$ cat config.mk
export PLATFORM = sky130hd
export DESIGN_NAME = ap_out_collector_flat
export DESIGN_NICKNAME = d
export VERILOG_FILES = /design/src/rtl/ap_out_collector_pkg.sv /design/src/rtl/ap_out_collector_if.sv /design/src/rtl/ap_collect_fifo.sv /design/src/rtl/ap_out_collector.sv /design/src/flat_wrapper.sv
export SDC_FILE = /design/constraint.sdc
export NUM_CORES = 1
export LEC_CHECK = 0
export ABC_AREA = 1
export CAP_MARGIN = 20
export CORE_AREA = 2 2 236 238
export CTS_CLUSTER_SIZE = 20
export DETAILED_ROUTE_END_ITERATION = 6
export DIE_AREA = 0 0 238 240
export MAX_ROUTING_LAYER = met4
export SLEW_MARGIN = 20
export SYNTH_ARGS = -nofsm -noshare
export SYNTH_HDL_FRONTEND = slang
export SYNTH_SLANG_ARGS = --single-unit
$ cat constraint.sdc
create_clock -name clk -period 5.5 [get_ports clk]
set_clock_uncertainty 0.2 [all_clocks]
set_input_delay 0.55 -clock clk [delete_from_list [all_inputs] [get_ports clk]]
set_output_delay 0.55 -clock clk [all_outputs]
set_load 0.01 [all_outputs]
$ cat src/rtl/ap_out_collector_pkg.sv
// Shared widths and slice helpers for the arithmetic-part result collector.
// Core 0 owns the MSB slice of the result bus and the MSB strobe bit.
package ap_out_collector_pkg;

  localparam int DEF_OUTPORT  = 8;
  localparam int DEF_N_CORE   = 8;
  localparam int DEF_CORE_BIT = 3;
  localparam int DEF_DEPTH    = 4;
  localparam int DEF_ADDR_BIT = 16;

  localparam int DEF_ENTRY_W =
    DEF_OUTPORT * DEF_N_CORE + DEF_N_CORE;

  function automatic int entry_w(
    input int w,
    input int n
  );
    return w * n + n;
  endfunction

  function automatic int slice_msb(
    input int i,
    input int w,
    input int n
  );
    return w * n - i * w - 1;
  endfunction

  function automatic int en_bit(
    input int i,
    input int n
  );
    return n - 1 - i;
  endfunction

endpackage

$ cat src/rtl/ap_out_collector_if.sv
// Valid/ready write port toward the output feature-map memory.
// master = collector side, slave = memory side.
interface ap_out_collector_if
  import ap_out_collector_pkg::*;
#(
  parameter int outport  = DEF_OUTPORT,
  parameter int core_bit = DEF_CORE_BIT,
  parameter int addr_bit = DEF_ADDR_BIT
) ();

  logic                wr_valid;
  logic                wr_ready;
  logic [outport-1:0]  wr_data;
  logic [core_bit-1:0] wr_core;
  logic [addr_bit-1:0] wr_addr;

  modport master (
    output wr_valid,
    output wr_data,
    output wr_core,
    output wr_addr,
    input  wr_ready
  );

  modport slave (
    input  wr_valid,
    input  wr_data,
    input  wr_core,
    input  wr_addr,
    output wr_ready
  );

endinterface

$ cat src/rtl/ap_collect_fifo.sv
// Capture FIFO for strobed result vectors; flush empties it in one edge.
// A push into a full FIFO is legal only when a pop happens on the same edge.
module ap_collect_fifo
  import ap_out_collector_pkg::*;
#(
  parameter int width = DEF_ENTRY_W,
  parameter int depth = DEF_DEPTH
) (
  input  logic             clk,
  input  logic             reset,
  input  logic             flush,
  input  logic             push,
  input  logic             pop,
  input  logic [width-1:0] din,
  output logic [width-1:0] dout,
  output logic             full,
  output logic             empty
);

  localparam int AW = $clog2(depth);

  logic [width-1:0] mem [depth];
  logic [AW-1:0]    wr_ptr;
  logic [AW-1:0]    rd_ptr;
  logic [AW:0]      count;

  always_ff @(posedge clk) begin
    if (push) begin
      mem[wr_ptr] <= din;
    end
  end

  always_ff @(posedge clk) begin
    if (reset || flush) begin
      wr_ptr <= '0;
      rd_ptr <= '0;
      count  <= '0;
    end else begin
      if (push) begin
        wr_ptr <= wr_ptr + 1'b1;
      end
      if (pop) begin
        rd_ptr <= rd_ptr + 1'b1;
      end
      unique case ({push, pop})
        2'b10:   count <= count + 1'b1;
        2'b01:   count <= count - 1'b1;
        default: count <= count;
      endcase
    end
  end

  assign dout  = mem[rd_ptr];
  assign full  = (count == (AW+1)'(depth));
  assign empty = (count == '0);

endmodule

$ cat src/rtl/ap_out_collector.sv
// Collects per-core result strobes, buffers them, and serializes one byte
// per cycle with a per-core pixel address onto the memory write port.
module ap_out_collector
  import ap_out_collector_pkg::*;
#(
  parameter int outport  = DEF_OUTPORT,
  parameter int N_core   = DEF_N_CORE,
  parameter int core_bit = DEF_CORE_BIT,
  parameter int depth    = DEF_DEPTH,
  parameter int addr_bit = DEF_ADDR_BIT
) (
  input  logic                      clk,
  input  logic                      reset,
  input  logic                      start,
  input  logic [outport*N_core-1:0] in,
  input  logic [N_core-1:0]         in_en,
  ap_out_collector_if.master        wr,
  output logic                      busy,
  output logic                      overflow
);

  localparam int EW = entry_w(outport, N_core);
  localparam int DW = outport * N_core;

  logic [EW-1:0]       head;
  logic [DW-1:0]       head_data;
  logic [N_core-1:0]   head_en;
  logic                full;
  logic                empty;
  logic                valid;
  logic                push_req;
  logic                push_ok;
  logic                xfer;
  logic                pop;
  logic [N_core-1:0]   done;
  logic [N_core-1:0]   pend;
  logic [N_core-1:0]   sel_oh;
  logic [N_core-1:0]   rest;
  logic [core_bit-1:0] sel;
  logic [outport-1:0]  sel_data;
  logic [addr_bit-1:0] cnt [N_core];

  ap_collect_fifo #(
    .width (EW),
    .depth (depth)
  ) u_fifo (
    .clk   (clk),
    .reset (reset),
    .flush (start),
    .push  (push_ok),
    .pop   (pop),
    .din   ({in, in_en}),
    .dout  (head),
    .full  (full),
    .empty (empty)
  );

  assign head_data = head[EW-1:N_core];
  assign head_en   = head[N_core-1:0];
  assign valid     = !empty;

  // Bytes already sent from the head are masked out of its stored strobes.
  assign pend = valid ? (head_en & ~done) : '0;

  always_comb begin
    sel      = '0;
    sel_oh   = '0;
    sel_data = '0;
    for (int i = N_core - 1; i >= 0; i--) begin
      if (pend[en_bit(i, N_core)]) begin
        sel      = core_bit'(i);
        sel_oh   = '0;
        sel_oh[en_bit(i, N_core)] = 1'b1;
        sel_data = head_data[slice_msb(i, outport, N_core) -: outport];
      end
    end
  end

  assign xfer     = valid && wr.wr_ready;
  assign rest     = pend & ~sel_oh;
  assign pop      = xfer && (rest == '0) && !start;
  assign push_req = (|in_en) && !start;
  assign push_ok  = push_req && (!full || pop);

  always_ff @(posedge clk) begin
    if (reset || start) begin
      done     <= '0;
      overflow <= 1'b0;
      for (int i = 0; i < N_core; i++) begin
        cnt[i] <= '0;
      end
    end else begin
      if (xfer) begin
        cnt[sel] <= cnt[sel] + addr_bit'(1);
        done     <= pop ? '0 : (done | sel_oh);
      end
      if (push_req && !push_ok) begin
        overflow <= 1'b1;
      end
    end
  end

  assign wr.wr_valid = valid;
  assign wr.wr_data  = sel_data;
  assign wr.wr_core  = sel;
  assign wr.wr_addr  = valid ? cnt[sel] : '0;
  assign busy        = valid;

endmodule

$ cat src/flat_wrapper.sv
// flat-port wrapper written by rule: the top's interface ports become plain ports
module ap_out_collector_flat import ap_out_collector_pkg::*;
#(
  parameter int outport  = DEF_OUTPORT,
  parameter int N_core   = DEF_N_CORE,
  parameter int core_bit = DEF_CORE_BIT,
  parameter int depth    = DEF_DEPTH,
  parameter int addr_bit = DEF_ADDR_BIT
)
  (clk, reset, start, in, in_en, busy, overflow, wr_wr_valid, wr_wr_data, wr_wr_core, wr_wr_addr, wr_wr_ready);
  ap_out_collector_if #(.outport(outport), .core_bit(core_bit), .addr_bit(addr_bit)) wr_i ();
  input  logic clk;
  input  logic reset;
  input  logic start;
  input  logic [outport*N_core-1:0] in;
  input  logic [N_core-1:0] in_en;
  output logic busy;
  output logic overflow;
  output wire logic [$bits(wr_i.wr_valid)-1:0] wr_wr_valid;
  output wire logic [$bits(wr_i.wr_data)-1:0] wr_wr_data;
  output wire logic [$bits(wr_i.wr_core)-1:0] wr_wr_core;
  output wire logic [$bits(wr_i.wr_addr)-1:0] wr_wr_addr;
  input wire logic [$bits(wr_i.wr_ready)-1:0] wr_wr_ready;
  assign wr_wr_valid = wr_i.wr_valid;
  assign wr_wr_data = wr_i.wr_data;
  assign wr_wr_core = wr_i.wr_core;
  assign wr_wr_addr = wr_i.wr_addr;
  assign wr_i.wr_ready = wr_wr_ready;
  ap_out_collector #(.outport(outport), .N_core(N_core), .core_bit(core_bit), .depth(depth), .addr_bit(addr_bit)) u_core (.clk(clk), .reset(reset), .start(start), .in(in), .in_en(in_en), .wr(wr_i), .busy(busy), .overflow(overflow));
endmodule
==> results.json <==
{
  "grt_setup_unrepaired": "no",
  "drive_gt1_share_pct": 11.55,
  "die_w_um": 238,
  "p_sw_w": 0.002149,
  "drc": 0,
  "crit_path_top_delay_cell": "clkdlybuf4s50_1",
  "dp_hpwl_mm": 29.51,
  "synth_seq_cells": 434,
  "seqPwrFrac_pct": 47.1,
  "grt_max_degree": 85,
  "cts_resized": 0,
  "syn2layout_area_growth_pct": 17.15,
  "syn_area_um2": 18970,
  "yosysTopAreaCell": "edfxtp_1",
  "worstMarginPinSlew_ps": 1053,
  "io_pins": 106,
  "gp_congestion": 0.8351,
  "internal-power_w": 0.005832,
  "drtIter0Drc": 1214,
  "fin_crit_ps": 5198,
  "fp.coreArea_um2": 54660,
  "hold_violations": 0,
  "synth_fp_nets": 1749,
  "clockBufferDepth": 3,
  "row_count": 86,
  "fp.dieArea_um2": 57120,
  "drt-wirelength-per-cell_um": 19.66,
  "cp_data_required_time_ps": 4750,
  "grt_pass1_vias": 12680,
  "hp-class": "reg -> reg",
  "worstSetupPathType": "reg -> out",
  "critPathMaxFanout": 55,
  "syn_area_per_cell_um2": 11.38,
  "synth-async-reset-ratio_pct": 0,
  "cts-htree-levels": 2,
  "critPathArrivalTime_ps": 4450,
  "pwr-share-clk_pct": 37.8,
  "path_clk_slew_ps": 60,
  "grt_pass1_wl_mm": 75.29,
  "run_status": "finished, final reports clean",
  "fin_crit_sh_pct": 94.50,
  "start_kind": "flip-flop",
  "drt.antenna.violating_nets": 0,
  "power_frac_comb_pct": 15.1,
  "ys_types": 57,
  "syn-instance-count": 1667,
  "netSwitchingFraction_pct": 26.93,
  "grt_antenna_before_repair": 0,
  "ys_seq_area_share_pct": 67.77,
  "cellLeakagePower_nw": 7.909,
  "synth_common_cells": "edfxtp_1 (416), nor2_1 (277), nand2_1 (230)",
  "numCtsBuffers": 46,
  "diodes": 0,
  "power_density_nw_per_um2": 359.2,
  "drv_slew": 0,
  "placed_cell_area_um2": 20770,
  "clock-root-buffer": "clkbuf_16",
  "cts_hold_buf": 0,
  "synth_top_area_share_pct": 65.87,
  "setup_violations": 0,
  "clk_latency_ps": 570,
  "grt_overflow": 0,
  "nets": 1847,
  "track_usage_pct": 17.78,
  "die_h_um": 240,
  "cp_common_cell": "nor2_1",
  "synth.most_common_cell": "edfxtp_1",
  "clock_sinks": 434,
  "firstDrtPassIters": 5,
  "cts_tree": "done",
  "final_area_um2": 22220,
  "synth-edff-count": 416,
  "critical-path-max-stage-delay_ps": 540,
  "placed_cells": 2421,
  "wirelength_mm": 49.26,
  "port_buffers": 105,
  "ys_warn_count": 0,
  "viasPerCell": 5.145,
  "synth_ff_type": "edfxtp_1",
  "cp_cell_sequence": "inv_4 > nand2_1 > nand3_1 > nand2_1 > nor2_2 > nand2_4 > nand2_4 > inv_2 > nand2_2 > inv_2 > nor2_1 > buf_4 > o21ai_0 > nor2_1 > nor2_1 > nand3_1 > inv_1 > nor2_1 > clkdlybuf4s50_1",
  "fmax_ghz": 0.1924,
  "cap_violations": 0,
  "irDropWorstVdd_mv": 0.3361,
  "routed-via-count": 12890,
  "fill_cells": 5201,
  "slew_headroom_pct": 29.62,
  "post-cts-setup-buffer-count": 0,
  "start_util_pct": 34.70,
  "end_kind": "primary output",
  "instances_no_fill": 2505,
  "synthTopCellsByArea": "edfxtp_1 (66%), nor2_1 (5.5%), nand2_1 (4.6%)"
}
## metal layers
layer	routed length, um	GRT usage, %	vias up
met2	23570	28.64	420
met5	0	-	-
li1	-	-	6079
met1	21580	23.60	6315
met3	3071	2.664	74
met4	1039	4.811	0
## worst max-delay path: cells and delay by family (launching register included)
kind	cells	cell delay (ps)
AO/OA/AOI/OAI	1	100
AND/OR/NAND/NOR	12	1820
flip-flops	1	420
buffers and inverters	6	1510
## kinds of logic after synthesis
kind of cell / after synthesis / synth area share [%]
compound gates: 299 / 8.913
fa+ha+maj: 6 / 0.4354
buf+inv: 173 / 4.163
flops: 434 / 67.77
simple gates: 748 / 18.26
xor+xnor: 7 / 0.4618
## stage by stage
stage,setup WS [ps],util (%),power [W],hold slack [ps],TNS [ps]
final,302.5,40.65,0.007981,258.3,0
after global routing,23.52,40.65,0.008293,292.5,0
after CTS,264.2,40.65,0.008045,259.0,0
after detailed placement,639.5,37.99,0.005039,243.6,0
after global placement,751.5,37.99,0.005024,242.7,0
after floorplan,-534.8,-,0.004589,225.3,-154020
## final cells by class
type	instances	area (um2)	area share [%]
clock buffer	62	1251	5.631
clock inverter	22	200.2	0.9010
inverter	85	326.6	1.470
multi-input combinational	1060	5354	24.10
sequential	434	12860	57.87
tap	704	880.8	3.964
timing repair buffer	138	1349	6.070
## registers in the layout (all words and copies together), names as in the netlist, named ones only
register	cells
u_core.overflow	1
u_core.cnt	128
u_core.u_fifo.wr_ptr	2
u_core.u_fifo.rd_ptr	2
u_core.u_fifo.count	3
u_core.done	8
u_core.u_fifo.mem	288
## cells in the final DEF (no fill, tap or decap), drive strengths merged
cell | netlist | final
a21boi | 4 | 4
a21oi | 76 | 76
a221o | 5 | 5
a221oi | 1 | 1
a31oi | 3 | 3
a32o | 2 | 2
a32oi | 2 | 2
buf | 35 | 33
bufinv | 0 | 3
clkbuf | 53 | 62
clkdlybuf4s50 | 0 | 105
clkinv | 1 | 19
dfxtp | 18 | 18
edfxtp | 416 | 416
fa | 1 | 1
ha | 5 | 5
inv | 84 | 85
nand2 | 251 | 251
nand3 | 150 | 150
nand3b | 12 | 12
nand4 | 7 | 7
nor2 | 306 | 306
nor3 | 4 | 4
nor3b | 1 | 1
o2111ai | 1 | 1
o211ai | 8 | 8
o21a | 1 | 1
o21ai | 146 | 146
o21bai | 2 | 2
o221ai | 3 | 3
o22ai | 44 | 44
o31ai | 1 | 1
or2 | 15 | 15
or4 | 2 | 2
xnor2 | 1 | 1
xor2 | 6 | 6
## power groups by stage
stage / clock [W] / sequential, W / combinational [W]
after detailed placement: 0 / 0.00383 / 0.00121
after CTS: 0.00307 / 0.00376 / 0.00121
final: 0.00301 / 0.00376 / 0.00121
after global routing: 0.00321 / 0.00377 / 0.00132
after floorplan: 0 / 0.00383 / 0.000760
after global placement: 0 / 0.00383 / 0.00120
## worst paths after layout
| check | start | cells after the start | endpoint | slack, ps |
|---|---|---|---|---|
| worst min register to register | u_core.done[0]$_SDFFE_PP0P_ | 2 | u_core.done[0]$_SDFFE_PP0P_ | 260 |
| worst max register to register | flip-flop | 20 | u_core.u_fifo.mem[0][56]$_DFFE_PP_ | 660 |
| worst max-delay path | flip-flop | 19 | wr_wr_addr[15] | 300 |
| worst min-delay path | u_core.done[0]$_SDFFE_PP0P_ | 2 | u_core.done[0]$_SDFFE_PP0P_ | 260 |
Note: power is estimated with default switching activity, not from simulation.
